`src/rtl/mem_arbiter.sv`:
```
// Two-port arbiter in front of a single-port data memory: port A (CPU) has fixed
// priority, port B is guaranteed a slot after MAXWAIT denials, and A can lock the bus.
module mem_arbiter #(
  parameter int unsigned AW      = 16,
  parameter int unsigned DW      = 8,
  parameter int unsigned MAXWAIT = 4,
  parameter int unsigned CW      = 3
) (
  input  logic          clock,
  input  logic          locked,
  input  logic          a_req,
  input  logic          a_we,
  input  logic          a_lock,
  input  logic [AW-1:0] a_addr,
  input  logic [DW-1:0] a_wdata,
  output logic          a_ready,
  output logic [DW-1:0] a_rdata,
  output logic          a_rvalid,
  input  logic          b_req,
  input  logic          b_we,
  input  logic [AW-1:0] b_addr,
  input  logic [DW-1:0] b_wdata,
  output logic          b_ready,
  output logic [DW-1:0] b_rdata,
  output logic          b_rvalid,
  output logic [AW-1:0] mem_addr,
  output logic          mem_we,
  output logic [DW-1:0] mem_wdata,
  input  logic [DW-1:0] mem_rdata
);

  typedef enum logic {
    OWN_A = 1'b0,
    OWN_B = 1'b1
  } owner_e;

  localparam logic [CW-1:0] WAIT_MAX = CW'(MAXWAIT);

  logic [CW-1:0] wait_cnt_q, wait_cnt_d;
  logic          lock_own_q, lock_own_d;
  logic          rd_valid_q, rd_valid_d;
  owner_e        rd_owner_q, rd_owner_d;

  logic force_b, grant_a, grant_b;

  always_comb begin
    // Grants are held low while reset is asserted so nothing reaches the memory.
    force_b = b_req && (wait_cnt_q == WAIT_MAX) && !lock_own_q;
    grant_b = locked && b_req && (!a_req || force_b) && !lock_own_q;
    grant_a = locked && a_req && !grant_b;

    a_ready = grant_a;
    b_ready = grant_b;

    if (grant_b) begin
      mem_addr  = b_addr;
      mem_wdata = b_wdata;
      mem_we    = b_we;
    end else begin
      mem_addr  = a_addr;
      mem_wdata = a_wdata;
      mem_we    = grant_a && a_we;
    end

    if (b_req && !grant_b) begin
      wait_cnt_d = (wait_cnt_q == WAIT_MAX) ? wait_cnt_q : wait_cnt_q + 1'b1;
    end else begin
      wait_cnt_d = '0;
    end

    if (!a_lock) begin
      lock_own_d = 1'b0;
    end else if (grant_a) begin
      lock_own_d = 1'b1;
    end else begin
      lock_own_d = lock_own_q;
    end

    // Per-port rvalid flops folded into one valid bit plus the port that issued the read.
    rd_valid_d = (grant_a && !a_we) || (grant_b && !b_we);
    if (grant_b) begin
      rd_owner_d = OWN_B;
    end else if (grant_a) begin
      rd_owner_d = OWN_A;
    end else begin
      rd_owner_d = rd_owner_q;
    end

    a_rdata  = mem_rdata;
    b_rdata  = mem_rdata;
    a_rvalid = rd_valid_q && (rd_owner_q == OWN_A);
    b_rvalid = rd_valid_q && (rd_owner_q == OWN_B);
  end

  always_ff @(posedge clock or negedge locked) begin
    if (!locked) begin
      wait_cnt_q <= '0;
      lock_own_q <= 1'b0;
      rd_valid_q <= 1'b0;
      rd_owner_q <= OWN_A;
    end else begin
      wait_cnt_q <= wait_cnt_d;
      lock_own_q <= lock_own_d;
      rd_valid_q <= rd_valid_d;
      rd_owner_q <= rd_owner_d;
    end
  end

endmodule

```
`config.mk`:
```
export PLATFORM = sky130hd
export DESIGN_NAME = mem_arbiter
export DESIGN_NICKNAME = d
export VERILOG_FILES = /design/src/rtl/mem_arbiter.sv
export SDC_FILE = /design/constraint.sdc
export NUM_CORES = 1
export LEC_CHECK = 0
export BUFFER_PORTS_ARGS = -buffer_cell sky130_fd_sc_hd__buf_2
export CORE_UTILIZATION = 30
export DETAILED_ROUTE_END_ITERATION = 10
export GPL_ROUTABILITY_DRIVEN = 0
export GPL_TIMING_DRIVEN = 1
export MAX_ROUTING_LAYER = met4
export PLACE_DENSITY = 0.79
export SYNTH_ARGS = -nofsm -noshare
export SYNTH_HDL_FRONTEND = slang
export SYNTH_SLANG_ARGS = --single-unit
export TNS_END_PERCENT = 5
```
`constraint.sdc`:
```
create_clock -name clock -period 1.9 [get_ports clock]
set_clock_uncertainty 0.1 [all_clocks]
set_input_delay 0.19 -clock clock [delete_from_list [all_inputs] [get_ports clock]]
set_output_delay 0.19 -clock clock [all_outputs]
set_load 0.02 [all_outputs]
```
==> impl_metrics.py, run 1 <==
metrics = {
    "worst_setup_path": {
        "cp-end-kind": "output port",
        "rrSetupSlack_ns": 0.34,
        "ff2ff_path_depth": 7,
        "worstPathMaxFanout": 15,
        "r2r_start": "wait_cnt_q[0]",
        "path_class": "reg2out",
        "cp_data_required_time_ns": 1.61,
        "crit_arrival_ns": 1.83,
        "cp-start-kind": "flip-flop",
        "r2r-end": "wait_cnt_q[2]",
    },
    "pwr": {
        "pwr-share-clk_pct": 20.4,
        "switching_share_pct": 34.8,
        "internal_power_w": 0.000375,
        "p_leak_nw": 0.672,
        "p_comb_share_pct": 53.6,
        "p_sw_w": 0.000200,
        "seq_power_share_pct": 26.0,
        "vdd_drop_max_v": 0.000311,
        "p_per_area_nw_per_um2": 463,
        "power.total_w": 0.000574,
    },
    "floorplan": {
        "initial_core_util_pct": 31.5,
        "die_h_um": 52.8,
        "die_w_um": 52.8,
        "row_count": 18,
        "die_area_um2": 2790,
        "coreArea_um2": 2450,
        "top_level_ports": 108,
    },
    "synth": {
        "synth-xor-area-share_pct": 1.13,
        "synth_area_leader_cell": "mux2_2",
        "ys_seq_elements": 6,
        "synthCells": 76,
        "synth_top_area_share_pct": 34.9,
        "synth_area_um2": 774,
        "yosys-top-cells-count": "mux2_2, buf_4, dfrtp_1",
        "synth-warning-count": 0,
        "synthDistinctLibCells": 24,
        "synth-simple-area-share_pct": 10.0,
        "synth_top_family_by_area": "multiplexers",
        "synth_mux_area_share_pct": 38.9,
        "synth-edff-count": 0,
        "avgSynthCellArea_um2": 10.2,
        "synth_most_common_cell": "mux2_2",
        "synth_nets": 141,
        "synthAdderAreaFrac_pct": 3.23,
        "synth_compound_area_share_pct": 5.98,
        "seq_area_frac_synth_pct": 19.4,
        "synthFlopType": "dfrtp_1",
        "synth_area_leaders": "mux2_2, dfrtp_1, buf_4",
        "synth-async-reset-ratio_pct": 100,
    },
    "worst_hold_path": {
        "holdPathEnd": "rd_valid_q",
        "worstHoldStart": "b_we",
        "whs_path_depth": 2,
        "hp-class": "in2reg",
    },
    "run_status": {
        "violations": "setup timing",
        "status": "complete, but fails checks",
    },
    "placed_design": {
        "placed_area_um2": 1150,
        "port_buffers": 83,
        "dpl.hpwl_mm": 1.93,
    },
    "global_route": {
        "grt_pass1_wl_mm": 3.00,
        "grt_use_met3_pct": 8.12,
        "grtUsageTotal_pct": 15.5,
        "use_met2_pct": 21.7,
        "busiest_layer": "met2",
        "grt_max_degree": 16,
        "grt_pass1_vias": 675,
        "use_met1_pct": 19.7,
        "globalRouteOverflowTotal": 0,
        "antenna_found_initial": 0,
    },
    "clock_network": {
        "cts_tree": "done",
        "clock_path_buffers": 2,
        "cts_buffers": 3,
        "root_buffer": "clkbuf_4",
        "h-tree-depth": 1,
        "clk_latency_ns": 0.25,
        "clock-sinks": 6,
        "clk_pin_slew_ns": 0.04,
    },
    "finish": {
        "final_nets": 220,
        "fillers": 262,
        "drive_gt1_share_pct": 80.4,
        "design_area_um2": 1240,
        "final_core_util_pct": 50.6,
        "areaGrowthSynthToFinish_pct": 60.3,
        "antenna_cells": 0,
    },
    "timing": {
        "fin_crit_ns": 2.12,
        "max_freq_ghz": 0.472,
        "hold_viol": 0,
        "whs_ns": 0.0408,
        "fin_crit_sh_pct": 111,
        "setup_ws_ns": -0.217,
        "maxSlewHeadroom_pct": 81.3,
        "worstMarginPinSlew_ns": 0.276,
        "grt_setup_unrepaired": "yes",
        "setup_viol": 25,
        "slew_violations": 0,
    },
    "detailed_routing": {
        "drc": 0,
        "drt-vias-per-instance": 4.62,
        "vias": 846,
        "dr.first_iter.drc_count": 4,
        "wirelength_mm": 2.35,
        "dr.pass1.iters": 4,
        "antenna_left": 0,
        "routedWlPerCell_um": 12.8,
    },
    "run": {
        "cap_violations": 0,
    },
}
-- how the worst max path moves through the flow --
stage	slack, ns	startpoint	endpoint	depth (start not counted)
5_1_grt	-0.32	wait_cnt_q[1]	mem_wdata[1]	7
6_report	-0.22	wait_cnt_q[0]	mem_wdata[1]	7
3_3_place_gp	0.05	wait_cnt_q[0]	mem_addr[15]	7
3_5_place_dp	0.03	wait_cnt_q[0]	mem_addr[15]	7
4_1_cts	-0.21	wait_cnt_q[0]	mem_addr[15]	7
2_1_floorplan	0.07	wait_cnt_q[0]	mem_addr[6]	6
-- kinds of logic (layout without fill, tap and decap cells) --
logic type                 after synthesis  after routing
adders and majority gates                2              2
DFF                                      6              6
AOI/OAI and AO/OA                        5              5
and+or+nand+nor                         13             13
buffers and inverters                   22             99
xor gates and xnor gates                 1              1
muxes                                   27             27
-- power groups by stage --
stage	combinational [W]	clock (W)	sequential, W
2_1_floorplan	0.000206	0	0.000151
3_3_place_gp	0.000286	0	0.000150
3_5_place_dp	0.000289	0	0.000151
4_1_cts	0.000295	0.000124	0.000149
5_1_grt	0.000336	0.000133	0.000151
6_report	0.000308	0.000117	0.000149
-- layout by cell type, fill, tap and decap left out, types with 2 or more instances in the layout --
| cell | count |
|---|---|
| buf_6 | 3 |
| mux2_2 | 21 |
| mux2_4 | 3 |
| mux2i_1 | 2 |
| nand2_1 | 2 |
| buf_2 | 76 |
| buf_12 | 2 |
| clkbuf_4 | 3 |
| dfrtp_1 | 6 |
| nor2_1 | 2 |
| buf_4 | 11 |
| nor3b_1 | 2 |
| inv_1 | 3 |
-- sequential cells by signal, indices dropped and copies added, names as in the netlist --
| register | count |
|---|---|
| wait_cnt_q | 3 |
| lock_own_q | 1 |
| rd_owner_q | 1 |
| rd_valid_q | 1 |
-- routing by layer --
| layer | wire length [µm] | vias up |
|---|---|---|
| met5 | 0 | - |
| met4 | 12 | 0 |
| met3 | 288 | 2 |
| met2 | 1100 | 57 |
| met1 | 941 | 382 |
| li1 | - | 405 |
-- layout make-up --
| class | instances | area [µm²] | area share [%] |
|---|---|---|---|
| repair buffers | 93 | 547 | 44.1 |
| multi-input cells | 48 | 473 | 38.1 |
| flip-flops and latches | 6 | 150 | 12.1 |
| well taps | 30 | 37.5 | 3.02 |
| clock buffers | 3 | 22.5 | 1.81 |
| inverters | 3 | 11.3 | 0.907 |
-- critical path, cell delays in order, from the launching register on --
cell     delay [ns]
dfrtp_1        0.37
inv_1          0.07
ha_2           0.18
nand2_2        0.08
a21oi_4        0.20
buf_12         0.17
mux2_2         0.34
buf_2          0.16
-- repair_timing --
action,CTS,global route
hold buffers,1,0
pin swaps,1,0
endpoints found under the setup margin,25,26
resized for setup,0,14
hold endpoints to repair,6,0
setup buffers,2,0
-- through the flow --
step	worst slack, ns	cells	setup TNS [ns]
finish	-0.217	183	-4.84
global route	-0.315	183	-7.47
CTS	-0.211	183	-4.74
detailed placement	0.0325	177	0
global placement	0.0479	177	0
floorplan	0.0703	76	0
No activity file was read; power rests on OpenSTA's default activity.
==> run 2: changes to the inputs <==
--- a/config.mk
+++ b/config.mk
@@ -12,6 +12,7 @@
 export GPL_TIMING_DRIVEN = 1
 export MAX_ROUTING_LAYER = met4
 export PLACE_DENSITY = 0.79
+export SETUP_SLACK_MARGIN = 0.4
 export SYNTH_ARGS = -nofsm -noshare
 export SYNTH_HDL_FRONTEND = slang
 export SYNTH_SLANG_ARGS = --single-unit
==> impl_metrics.py, run 2 (synthesized netlist as in run 1, its figures left out) <==
metrics = {
    "run_status": {
        "status": "complete, but fails checks",
        "violations": "setup timing",
    },
    "finish": {
        "final_core_util_pct": 58.5,
        "fillers": 215,
        "mostFrequentLayoutCells": "buf_2, mux2_4, buf_6, dfrtp_1, buf_4",
        "final_nets": 221,
        "drive_gt1_share_pct": 83.1,
        "layout.cells.non_filler": 184,
        "largest_register": "wait_cnt_q",
        "areaGrowthSynthToFinish_pct": 85.5,
        "antenna_cells": 0,
        "largest_register_ffs": 3,
        "layout_commonest_cell": "buf_2",
    },
    "clock_network": {
        "h-tree-depth": 1,
        "clk_pin_slew_ns": 0.04,
        "clock-sinks": 6,
        "cts_tree": "done",
        "clock_path_buffers": 2,
        "cts_buffers": 3,
        "root_buffer": "clkbuf_4",
        "clk_latency_ns": 0.24,
    },
    "pwr": {
        "p_leak_nw": 0.788,
        "p_per_area_nw_per_um2": 443,
        "power.total_w": 0.000636,
        "vdd_drop_max_v": 0.000567,
    },
    "floorplan": {
        "initial_core_util_pct": 31.5,
        "die_w_um": 52.8,
        "row_count": 18,
        "top_level_ports": 108,
        "die_h_um": 52.8,
        "coreArea_um2": 2450,
        "die_area_um2": 2790,
    },
    "run": {
        "cap_violations": 0,
    },
    "worst_hold_path": {
        "whs_path_depth": 2,
        "worstHoldStart": "b_we",
        "holdPathEnd": "rd_valid_q",
        "hp-class": "in2reg",
    },
    "timing": {
        "slew_violations": 0,
        "fin_crit_ns": 2.13,
        "max_freq_ghz": 0.469,
        "grt_setup_unrepaired": "yes",
        "hold_viol": 0,
        "setup_viol": 25,
        "maxSlewHeadroom_pct": 82.2,
        "worstMarginPinSlew_ns": 0.266,
        "fin_crit_sh_pct": 112,
        "setup_ws_ns": -0.234,
    },
    "detailed_routing": {
        "routedWlPerCell_um": 13.0,
        "dr.first_iter.drc_count": 6,
        "vias": 860,
        "drt-vias-per-instance": 4.67,
        "wirelength_mm": 2.38,
        "dr.pass1.iters": 4,
        "drc": 0,
        "antenna_left": 0,
    },
    "worst_setup_path": {
        "cp_data_required_time_ns": 1.61,
        "cp-end-kind": "output port",
        "r2r-end": "wait_cnt_q[2]",
        "ff2ff_path_depth": 8,
        "r2r_start": "wait_cnt_q[0]",
        "path_class": "reg2out",
        "worstPathMaxFanout": 7,
        "crit_arrival_ns": 1.84,
        "cp-start-kind": "flip-flop",
        "rrSetupSlack_ns": 0.25,
    },
    "placed_design": {
        "dpl.hpwl_mm": 1.89,
        "port_buffers": 83,
        "place_ws_ns": 0.00397,
        "place_inst": 172,
    },
    "global_route": {
        "use_met1_pct": 12.3,
        "grt_pass1_wl_mm": 3.08,
        "grtUsageTotal_pct": 15.9,
        "use_met2_pct": 32.7,
        "globalRouteOverflowTotal": 0,
        "antenna_found_initial": 0,
        "busiest_layer": "met2",
        "grt_use_met3_pct": 5.51,
        "grt_pass1_vias": 780,
        "grt_max_degree": 13,
    },
}
run 2: cell types whose count changed in the layout (fill, tap and decap cells not counted), sizes merged:
cell and delta:
buf +1
run 2: cell type report:
cell class | count | area [µm²] | area share, %
Multi-Input combinational cell | 48 | 572 | 39.8
Tap cell | 30 | 37.5 | 2.61
Clock buffer | 3 | 22.5 | 1.57
Inverter | 3 | 11.3 | 0.784
Sequential cell | 6 | 150 | 10.5
Timing Repair Buffer | 94 | 643 | 44.8
run 2: timing repair:
| item | 4_1_cts | 5_1_grt |
|---|---|---|
| endpoints found under the hold margin | 6 | 0 |
| pin swaps | 1 | 1 |
| setup buffers | 7 | 0 |
| endpoints found under the setup margin | 28 | 32 |
| cloned | 1 | 0 |
| resized for setup | 14 | 15 |
| hold buffers | 1 | 0 |
run 2: through the flow:
stage	hold WS [ns]	TNS, ns	area [µm²]
2_1_floorplan	-0.206	0	886
3_3_place_gp	-0.0655	0	1220
3_5_place_dp	-0.0644	0	1220
4_1_cts	0.0408	-5.78	1390
5_1_grt	0.0457	-6.51	1440
6_report	0.0453	-5.33	1440
run 2: layer usage:
layer	vias up	part of all wire (%)
met2	54	56
met1	393	33
li1	406	-
met3	7	9.9
met4	0	1.1
met5	-	0
run 2: power breakdown:
part | internal (W) | total (W) | switching [W]
Sequential | 0.000141 | 0.000152 | 0.0000112
Combinational | 0.000209 | 0.000368 | 0.000159
Clock | 0.0000713 | 0.000115 | 0.0000440
run 2: how the worst max path moves through the flow:
stage                  start      endpoint
3_3_place_gp   wait_cnt_q[0]  mem_wdata[5]
2_1_floorplan  wait_cnt_q[0]   mem_addr[0]
6_report       wait_cnt_q[1]  mem_wdata[3]
4_1_cts        wait_cnt_q[1]   mem_addr[7]
3_5_place_dp   wait_cnt_q[1]  mem_addr[10]
5_1_grt        wait_cnt_q[0]   mem_addr[7]
run 2: worst max-delay path, stage by stage, from the launching register on:
cell	delay, ns
dfrtp_1	0.39
inv_2	0.07
ha_4	0.16
nand2_4	0.08
a21oi_4	0.17
buf_4	0.16
buf_16	0.12
mux2_4	0.29
buf_2	0.16
==> run 3: changes to the inputs <==
==> constraint.sdc (replaced) <==
create_clock -name clock -period 2.05 [get_ports clock]
set_clock_uncertainty 0.1 [all_clocks]
set_input_delay 0.205 -clock clock [delete_from_list [all_inputs] [get_ports clock]]
set_output_delay 0.205 -clock clock [all_outputs]
set_load 0.02 [all_outputs]
==> impl_metrics.py, run 3 (synthesized netlist as in run 1, its figures left out) <==
metrics = {
    "detailed_routing": {
        "dr.pass1.iters": 2,
        "routedWlPerCell_um": 12.4,
        "wirelength_mm": 2.37,
        "antenna_left": 0,
        "vias": 883,
        "dr.first_iter.drc_count": 4,
        "drc": 0,
        "drt-vias-per-instance": 4.62,
    },
    "pwr": {
        "p_per_area_nw_per_um2": 400,
        "vdd_drop_max_v": 0.000310,
        "p_leak_nw": 0.847,
        "power.total_w": 0.000624,
    },
    "worst_setup_path": {
        "cp-start-kind": "flip-flop",
        "crit_path_max_incr_delay_ns": 0.41,
        "crit_arrival_ns": 1.91,
        "cp-end-kind": "output port",
        "cp_data_required_time_ns": 1.75,
        "cp_top_family": "buffers and inverters",
        "crit_top_cell": "buf_6",
        "path_class": "reg2out",
        "worstPathMaxFanout": 7,
        "path_buf_inv": 4,
        "worstPathCellList": "inv_2 > ha_4 > nand2_4 > a21oi_4 > buf_6 > clkbuf_16 > mux2_4 > buf_6",
        "crit_path_top_delay_cell": "dfrtp_1",
    },
    "clock_network": {
        "clock_path_buffers": 2,
        "clk_pin_slew_ns": 0.05,
        "cts_buffers": 3,
        "clk_latency_ns": 0.24,
        "root_buffer": "clkbuf_4",
        "h-tree-depth": 1,
        "cts_tree": "done",
        "clock-sinks": 6,
    },
    "timing": {
        "max_freq_ghz": 0.452,
        "fin_crit_sh_pct": 108,
        "fin_crit_ns": 2.21,
        "slew_violations": 0,
        "setup_viol": 26,
        "grt_setup_unrepaired": "yes",
        "setup_ws_ns": -0.163,
        "worstMarginPinSlew_ns": 0.292,
        "maxSlewHeadroom_pct": 80.5,
        "hold_viol": 0,
    },
    "placed_design": {
        "place_ws_ns": 0.143,
        "placed_area_um2": 1220,
        "place_inst": 172,
        "port_buffers": 83,
    },
    "finish": {
        "final_nets": 228,
        "largest_register_ffs": 3,
        "antenna_cells": 0,
        "final_core_util_pct": 63.7,
        "mostFrequentLayoutCells": "buf_2, buf_6, mux2_4, buf_4, dfrtp_1",
        "design_area_um2": 1560,
        "largest_register": "wait_cnt_q",
        "layout_commonest_cell": "buf_2",
        "drive_gt1_share_pct": 83.2,
        "layout.cells.non_filler": 191,
        "areaGrowthSynthToFinish_pct": 102,
    },
    "global_route": {
        "globalRouteOverflowTotal": 0,
        "antenna_found_initial": 0,
        "grt_pass1_vias": 699,
        "grt_max_degree": 17,
        "grtUsageTotal_pct": 13.6,
        "grt_pass1_wl_mm": 2.75,
    },
    "run_status": {
        "violations": "setup timing",
        "status": "complete, but fails checks",
    },
    "floorplan": {
        "row_count": 18,
        "top_level_ports": 108,
        "initial_core_util_pct": 31.5,
        "coreArea_um2": 2450,
        "die_h_um": 52.8,
        "die_area_um2": 2790,
        "die_w_um": 52.8,
    },
    "run": {
        "cap_violations": 0,
    },
    "worst_hold_path": {
        "hp-class": "in2reg",
    },
}
[run 3: path summary, 6_finish.rpt]
kind / startpoint / end / slack, ns / depth (start not counted)
worst max-delay path: wait_cnt_q[0] / mem_addr[6] / -0.16 / 8
worst min-delay path: b_we / rd_valid_q / 0.06 / 2
worst max register to register: wait_cnt_q[0] / wait_cnt_q[0] / 0.34 / 9
worst min register to register: rd_owner_q / rd_owner_q / 0.41 / 1
max in group asynchronous: locked / rd_owner_q / 1.31 / 2
min in group asynchronous: locked / wait_cnt_q[1] / 0.32 / 2
[run 3: metal layers]
metal	global-route usage (%)	wire length, µm	up-vias
li1	-	-	425
met1	10.7	838	402
met2	29.1	1310	53
met3	3.48	217	3
met4	4.39	5	0
met5	-	0	-
[run 3: what timing repair did]
action / in CTS / in global routing
hold endpoints to repair: 6 / 0
gates cloned: 0 / 1
pin swaps: 0 / 2
buffers inserted: 0 / 14
resized for setup: 8 / 45
endpoints found under the setup margin: 26 / 26
hold buffers: 1 / 0
[run 3: cell type report]
class / count / area, µm²
clock buffers: 3 / 22.5
well taps: 30 / 37.5
flip-flops and latches: 6 / 150
fillers: 218 / 892
multi-input cells: 48 / 571
repair buffers: 101 / 771
inverters: 3 / 11.3
[run 3: metrics by stage]
step / hold slack, ns / setup TNS (ns)
6_report: 0.0618 / -3.78
3_5_place_dp: -0.0494 / 0
2_1_floorplan: -0.191 / 0
4_1_cts: 0.0484 / -2.37
5_1_grt: 0.0581 / -5.52
3_3_place_gp: -0.0511 / 0
[run 3: power breakdown]
| group | switching (W) | internal, W | total [W] |
|---|---|---|---|
| Sequential | 0.0000112 | 0.000131 | 0.000142 |
| Clock | 0.0000432 | 0.0000663 | 0.000109 |
| Combinational | 0.000151 | 0.000222 | 0.000373 |
| Total | 0.000205 | 0.000419 | 0.000624 |
